$ cat src/rtl/bus_arbiter.sv
// Round-robin arbiter sharing one Sysbus port between I-read, D-read and writeback clients.
// Defining BUS_ARB_STATS_EN adds saturating grant/busy counters (stat_i/d/w, stat_busy).
module bus_arbiter #(
    parameter int unsigned BUS_DATA_WIDTH = 64,
    parameter int unsigned BUS_TAG_WIDTH  = 13,
    parameter int unsigned LINE_BEATS     = 8
) (
    input  logic                      clk,
    input  logic                      reset,
    input  logic                      i_req,
    input  logic [BUS_DATA_WIDTH-1:0] i_addr,
    input  logic [BUS_TAG_WIDTH-1:0]  i_tag,
    input  logic                      d_req,
    input  logic [BUS_DATA_WIDTH-1:0] d_addr,
    input  logic [BUS_TAG_WIDTH-1:0]  d_tag,
    input  logic                      w_req,
    input  logic [BUS_DATA_WIDTH-1:0] w_addr,
    input  logic [BUS_TAG_WIDTH-1:0]  w_tag,
    input  logic [BUS_DATA_WIDTH-1:0] w_data,
    output logic                      w_beat_ack,
    output logic                      i_rvalid,
    output logic                      d_rvalid,
    output logic [BUS_DATA_WIDTH-1:0] rdata,
    output logic                      i_done,
    output logic                      d_done,
    output logic                      w_done,
    output logic                      bus_reqcyc,
    output logic [BUS_DATA_WIDTH-1:0] bus_req,
    output logic [BUS_TAG_WIDTH-1:0]  bus_reqtag,
    input  logic                      bus_reqack,
    input  logic                      bus_respcyc,
    input  logic [BUS_DATA_WIDTH-1:0] bus_resp,
    input  logic [BUS_TAG_WIDTH-1:0]  bus_resptag,
    output logic                      bus_respack
`ifdef BUS_ARB_STATS_EN
    ,
    output logic [31:0]               stat_i,
    output logic [31:0]               stat_d,
    output logic [31:0]               stat_w,
    output logic [31:0]               stat_busy
`endif
);

    localparam int unsigned CntW = $clog2(LINE_BEATS) + 1;
    localparam logic [CntW-1:0] LastBeat = CntW'(LINE_BEATS - 1);

    typedef enum logic [1:0] {StIdle, StAddr, StWdata, StResp} state_t;
    typedef enum logic [1:0] {OwnI = 2'd0, OwnD = 2'd1, OwnW = 2'd2} owner_t;

    state_t          state_q, state_d;
    owner_t          owner_q, owner_d;
    owner_t          rr_last_q, rr_last_d;
    owner_t          grant;
    logic [CntW-1:0] beat_cnt_q, beat_cnt_d;
    logic            any_req;
    logic            last_beat;
    logic            unused_resptag;

    // Responses are routed by the owner register, so the returned tag carries no information.
    assign unused_resptag = ^bus_resptag;
    assign any_req        = i_req | d_req | w_req;
    assign last_beat      = (beat_cnt_q == LastBeat);

    // First requester after the last winner, in the cyclic order I -> D -> W -> I.
    always_comb begin
        grant = OwnI;
        case (rr_last_q)
            OwnI:    grant = d_req ? OwnD : (w_req ? OwnW : OwnI);
            OwnD:    grant = w_req ? OwnW : (i_req ? OwnI : OwnD);
            default: grant = i_req ? OwnI : (d_req ? OwnD : OwnW);
        endcase
    end

    always_ff @(posedge clk) begin
        if (reset) begin
            state_q    <= StIdle;
            owner_q    <= OwnI;
            rr_last_q  <= OwnW;
            beat_cnt_q <= '0;
        end else begin
            state_q    <= state_d;
            owner_q    <= owner_d;
            rr_last_q  <= rr_last_d;
            beat_cnt_q <= beat_cnt_d;
        end
    end

    always_comb begin
        state_d     = state_q;
        owner_d     = owner_q;
        rr_last_d   = rr_last_q;
        beat_cnt_d  = beat_cnt_q;
        bus_reqcyc  = 1'b0;
        bus_req     = '0;
        bus_reqtag  = '0;
        bus_respack = 1'b0;
        w_beat_ack  = 1'b0;
        i_rvalid    = 1'b0;
        d_rvalid    = 1'b0;
        rdata       = '0;
        i_done      = 1'b0;
        d_done      = 1'b0;
        w_done      = 1'b0;

        case (state_q)
            StIdle: begin
                if (any_req) begin
                    owner_d   = grant;
                    rr_last_d = grant;
                    state_d   = StAddr;
                end
            end
            StAddr: begin
                bus_reqcyc = 1'b1;
                case (owner_q)
                    OwnI: begin
                        bus_req    = i_addr;
                        bus_reqtag = i_tag;
                    end
                    OwnD: begin
                        bus_req    = d_addr;
                        bus_reqtag = d_tag;
                    end
                    default: begin
                        bus_req    = w_addr;
                        bus_reqtag = w_tag;
                    end
                endcase
                if (bus_reqack) begin
                    beat_cnt_d = '0;
                    state_d    = (owner_q == OwnW) ? StWdata : StResp;
                end
            end
            StWdata: begin
                bus_reqcyc = 1'b1;
                bus_req    = w_data;
                bus_reqtag = w_tag;
                w_beat_ack = bus_reqack;
                if (bus_reqack) begin
                    beat_cnt_d = beat_cnt_q + CntW'(1);
                    if (last_beat) begin
                        w_done  = 1'b1;
                        state_d = StIdle;
                    end
                end
            end
            StResp: begin
                bus_respack = bus_respcyc;
                rdata       = bus_resp;
                i_rvalid    = bus_respcyc && (owner_q == OwnI);
                d_rvalid    = bus_respcyc && (owner_q == OwnD);
                if (bus_respcyc) begin
                    beat_cnt_d = beat_cnt_q + CntW'(1);
                    if (last_beat) begin
                        i_done  = (owner_q == OwnI);
                        d_done  = (owner_q == OwnD);
                        state_d = StIdle;
                    end
                end
            end
            default: state_d = StIdle;
        endcase

        // Outputs go quiet in the reset cycle itself, dropping any in-flight beat.
        if (reset) begin
            bus_reqcyc  = 1'b0;
            bus_req     = '0;
            bus_reqtag  = '0;
            bus_respack = 1'b0;
            w_beat_ack  = 1'b0;
            i_rvalid    = 1'b0;
            d_rvalid    = 1'b0;
            rdata       = '0;
            i_done      = 1'b0;
            d_done      = 1'b0;
            w_done      = 1'b0;
        end
    end

`ifdef BUS_ARB_STATS_EN
    logic grant_fire;
    assign grant_fire = (state_q == StIdle) && any_req;

    always_ff @(posedge clk) begin
        if (reset) begin
            stat_i    <= '0;
            stat_d    <= '0;
            stat_w    <= '0;
            stat_busy <= '0;
        end else begin
            if (grant_fire && (grant == OwnI) && (stat_i != '1)) stat_i <= stat_i + 32'd1;
            if (grant_fire && (grant == OwnD) && (stat_d != '1)) stat_d <= stat_d + 32'd1;
            if (grant_fire && (grant == OwnW) && (stat_w != '1)) stat_w <= stat_w + 32'd1;
            if ((state_q != StIdle) && (stat_busy != '1)) stat_busy <= stat_busy + 32'd1;
        end
    end
`endif

endmodule

$ cat config.mk
export PLATFORM = sky130hd
export DESIGN_NAME = bus_arbiter
export DESIGN_NICKNAME = d
export VERILOG_FILES = /design/src/rtl/bus_arbiter.sv
export SDC_FILE = /design/constraint.sdc
export NUM_CORES = 1
export LEC_CHECK = 0
export CAP_MARGIN = 20
export CORE_AREA = 2 2 206 208
export CTS_BUF_LIST = sky130_fd_sc_hd__clkbuf_4
export DETAILED_ROUTE_END_ITERATION = 10
export DIE_AREA = 0 0 208 210
export DONT_BUFFER_PORTS = 1
export GPL_TIMING_DRIVEN = 0
export HOLD_SLACK_MARGIN = 0.02
export SLEW_MARGIN = 20
export SYNTH_ARGS = -nofsm -noshare
export SYNTH_HDL_FRONTEND = slang
export SYNTH_SLANG_ARGS = --single-unit
export TNS_END_PERCENT = 100
$ cat constraint.sdc
create_clock -name clk -period 2.01 [get_ports clk]
set_input_delay 0.402 -clock clk [delete_from_list [all_inputs] [get_ports clk]]
set_output_delay 0.402 -clock clk [all_outputs]
set_load 0.01 [all_outputs]
=== Word level (Yosys, flattened, before mapping) ===
Index checks and enable logic that the tools add are counted.

* Flip-flop bits (word level): 10
* Latch bits: 0
* Bits in writable memories: 0
* Memory bits (read-only): 0
* Bits of input ports: 379
* Output and inout port bits: 149
* Logic and storage cells: 76
* Memories: 0

* $add $sub $neg: 1
* $mul: 0
* Div/mod/pow operators: 0
* Magnitude comparators: 0
* Equality and inequality tests: 11
* Shift operators: 0
* Mux-type cells: 48
* Bitwise operators: 2
* Reduce and logical (&&, ||, !) cells: 10

{| class="wikitable"
|+ Operator list
! operator !! count
|-
| $pmux W64 S2 || 2
|-
| $mux W64 || 3
|-
| $pmux W13 S2 || 2
|-
| $mux W1 || 24
|-
| $mux W2 || 10
|-
| $mux W13 || 1
|-
| $mux W4 || 3
|-
| $pmux W4 S3 || 1
|-
| $ne A2 B2 Y1 const B || 4
|-
| $pmux W2 S4 || 1
|-
| $reduce_and A4 Y1 || 2
|-
| $eq A2 B1 Y1 const B || 3
|-
| $eq A2 B2 Y1 const B || 3
|-
| $logic_not A2 Y1 || 3
|-
| $add A4 B1 Y4 const B || 1
|-
| $eq A4 B3 Y1 const B || 1
|-
| $pmux W2 S2 || 1
|-
| $reduce_bool A3 Y1 || 1
|-
| $logic_and A1 B1 Y1 || 2
|-
| $or A1 B1 Y1 || 2
|-
| $reduce_and A2 Y1 || 1
|-
| $reduce_or A2 Y1 || 1
|}

=== Depth between registers and ports, before layout ===
* Depth after elaboration: 5
* Depth in mapped cells: 7
* Mapped depth without buffers: 6

=== Worst setup path after synthesis ===
Ideal clock, no wire load.

* Path kind: register to output
* Start: register state_q[0]
* End: output port bus_req[54]
* Arrival: 1661 ps
* Required time: 1608 ps
* Slack: -53 ps
* Stages on the path, launching flop included: 8
* Buffers on the path: 3
* Cells stage by stage: dfxtp_1 inv_1 ha_1 nand2b_1 clkbuf_1 clkbuf_1 buf_1 nor2_1

* Cells in the longest elaborated chain, start to end: 3

{| class="wikitable"
|+ Ends and longest elaborated chain
! item !! line !! text
|-
| start: declaration || 50 || <nowiki>state_t state_q, state_d;</nowiki>
|-
| start signal: assignment || 76 || <nowiki>state_q <= StIdle;</nowiki>
|-
| start signal: assignment || 81 || <nowiki>state_q <= state_d;</nowiki>
|-
| $eq A2 B2 Y1 or $eq A2 B1 Y1 (tied branches) || 105 || <nowiki>case (state_q)</nowiki>
|-
| $pmux W64 S2 (*) || 105 ||
|-
| $mux W64 (*) || 165 || <nowiki>if (reset) begin</nowiki>
|-
| end: declaration || 28 || <nowiki>output logic [BUS_DATA_WIDTH-1:0] bus_req,</nowiki>
|}

Every way passes the cells marked *; elsewhere a longest branch is shown, timed or not.

=== Final worst setup path ===
* Start: register owner_q[0]
* End: output port bus_req[60]

* Cells in the longest elaborated chain, start to end: 4

{| class="wikitable"
|+ Ends and longest elaborated chain
! item !! line !! text
|-
| start: declaration || 51 || <nowiki>owner_t owner_q, owner_d;</nowiki>
|-
| start signal: assignment || 77 || <nowiki>owner_q <= OwnI;</nowiki>
|-
| start signal: assignment || 82 || <nowiki>owner_q <= owner_d;</nowiki>
|-
| $eq A2 B1 Y1 or $logic_not A2 Y1 (tied branches) || 115 || <nowiki>case (owner_q)</nowiki>
|-
| $pmux W64 S2 (*) || 115 ||
|-
| $pmux W64 S2 (*) || 105 ||
|-
| $mux W64 (*) || 165 ||
|}

Marks and branches as above.

==> results.cfg <==
[cts]
cts_sinks = 9
hold_buffers = 0
cts_tree = built
htree_levels = 1
cts_buffers = 3
clk_pin_slew_ps = 60
clk_path_buf_depth = 2
cts_root_buffer = clkbuf_4
clock_latency_ps = 250

[placement]
placedCellCount = 1126
post-place-ws_ps = -1240
gp_congestion = 0.913
hpwl_um = 23500
port_buffers = 0

[logic_synthesis]
postSynthCellCount = 586
yosysMostFrequentCell = nor2_1
synth_area_leader_cell = mux2i_1
syn_area_per_cell_sq_um = 6.07
netlist_top_cells_count = nor2_1, nand2_1, mux2i_1, o21ai_1, a22oi_1
ys_warn_count = 0
synth-seq-cells = 9
synth-edff-count = 0
ys_types = 35
synth.top_cell.area_share_pct = 22.2
synth_area_leaders = mux2i_1, a22oi_1, and2_1
syn_nets = 970
synth-main-ff-cell = dfxtp_1
ys_async_sr_fraction_pct = 0
yosysSeqAreaShare_pct = 5.07
syn_area_sq_um = 3550

[sta]
slew_headroom_pct = 60.5
fin_crit_sh_pct = 103
period_needed_ps = 2060
rsz0062_at_grt = yes
setup_viol = 37
setup_ws_ps = -51.4
hold_viol_final = 0
tightest_slew_ps = 593
skew_ps = 0.364
maxSlewViolCount = 0
max_freq_ghz = 0.485

[power_and_ir_drop]
power_density_nw_per_um2 = 1190
power_mw = 7.88
peakVddDrop_mv = 0.464
p_leak_nw = 1.99

[die]
io_pins = 528
num_rows = 75
dieArea_sq_um = 43700
start_util_pct = 8.57
dieHeight_um = 210
die_x_um = 208
core_sq_um = 41500

[detailed_routing]
avgRoutedWirePerCell_um = 26.2
vias_per_cell = 4.24
drt_pre_antenna_iters = 4
drtIter0Drc = 265
wl_met2_um = 16100
maxUsedRoutingLayer = met4
post-route-drc-count = 0
wirelength_um = 30900
antenna_left = 0
wl_met3_um = 2080
vias = 5002
wl_met1_um = 11100

[critical_path]
cp_slowest_cell = dfxtp_4
start_kind = register
path_cells = buf_12 > buf_12 > mux2i_4 > o21ai_2 > a22oi_2 > nor2_4
worstPathArrival_ps = 1660
cp_max_fo = 8
path_class = register to output pin
setup.worst_path.end_class = output pin
critPathBufInv = 2
max_stage_delay_ps = 400
cpMostUsedCell = buf_12
required_ps = 1610
critPathTopFamily = flip-flops

[global_routing]
antenna_found_initial = 8
grt_overflow = 0
grt_pass1_vias = 4905
grt_pass1_wl_um = 37600
grt_max_degree = 11
grt_use_total_pct = 12.4

[finish]
layout-drive-gt1-share_pct = 51.8
fillCellCount = 4627
seq_area_sq_um = 195
syn_to_final_growth_pct = 86.8
fin_nets = 1022
fin_util_pct = 16.0
multi_input_area_sq_um = 4180
final_cells = 1179

[flow_run]
drv_cap = 0

[status]
violations = negative setup slack
status = complete, but fails checks

[hold_path]
holdCritPathClass = input pin to register
==> placed cells by master (no fill, tap or decap), drive strengths merged, types with 3 or more instances in the layout <==
cell type and instances:
mux2i 79, diode 3, nor4 3, dfxtp 9
inv 6, nor2 88, o21ai 81, and2 65
a22oi 77, ha 5, nand2 82, clkbuf 48
a21oi 6, buf 65, nor3 4
==> power breakdown <==
part	leakage, nW	switching, mW	internal, mW
clock network	0.0184	0.0617	0.0899
registers	0.0762	0.0817	0.238
logic	1.89	4.07	3.33
==> registers in the layout, summed over array words and instances, names as in the netlist <==
register    flops
beat_cnt_q      4
state_q         2
owner_q         2
rr_last_q       1
==> layout make-up <==
class,count,area share (%)
tap,539,10.2
buffer,58,13.1
inverter,6,0.377
timing repair buffer,51,9.91
multi-input combinational,509,62.9
clock buffer,4,0.452
sequential,9,2.94
antenna,3,0.113
==> timing repair <==
action | 4_1_cts | 5_1_grt
pin swaps | 49 | 61
setup buffers | 23 | 12
cloned | 6 | 9
gates resized for setup | 357 | 113
endpoints found under the setup margin | 153 | 136
==> final timing paths <==
path / start / to / slack (ps) / cells after the start
worst min-delay path: reset / owner_q[1] / 210 / 1
worst max-delay path: owner_q[0] / bus_req[60] / -50 / 6
worst max register to register: state_q[0] / state_q[0] / -40 / 8
worst min register to register: beat_cnt_q[1] / beat_cnt_q[1] / 490 / 2
==> metal layers <==
layer  track usage, %  vias to the layer above
li1                 -                     2173
met1             13.2                     2346
met2             23.3                      405
met3             2.00                       78
met4             6.43                        0
met5                0                        -
==> stage by stage <==
step                TNS (ps)  area [sq um]  hold slack (ps)
floorplan                  0          3560              449
global placement     -128200          4230              465
detailed placement   -102720          4250              475
CTS                    -1720          5910              210
global route           -6950          6640              208
finish                  -515          6640              214
==> logic make-up (layout without fill, tap and decap cells) <==
logic type,after synthesis,in the layout,share of synthesized area (%)
buf+inv,68,119,7.74
flops,9,9,5.07
simple gates,254,254,32.8
other cells,0,3,0
mux,79,79,22.2
fa+ha+maj,5,5,1.76
compound gates,171,171,30.4
==> worst reg2reg max path, stage by stage, from the launching register on <==
cell and delay (ps):
dfxtp_4 370, inv_2 50, ha_2 180, buf_6 140, buf_4 150, or2_4 240
a2111o_1 430, a311o_1 300, a21oi_2 120
No activity file was read; power rests on OpenSTA's default activity.
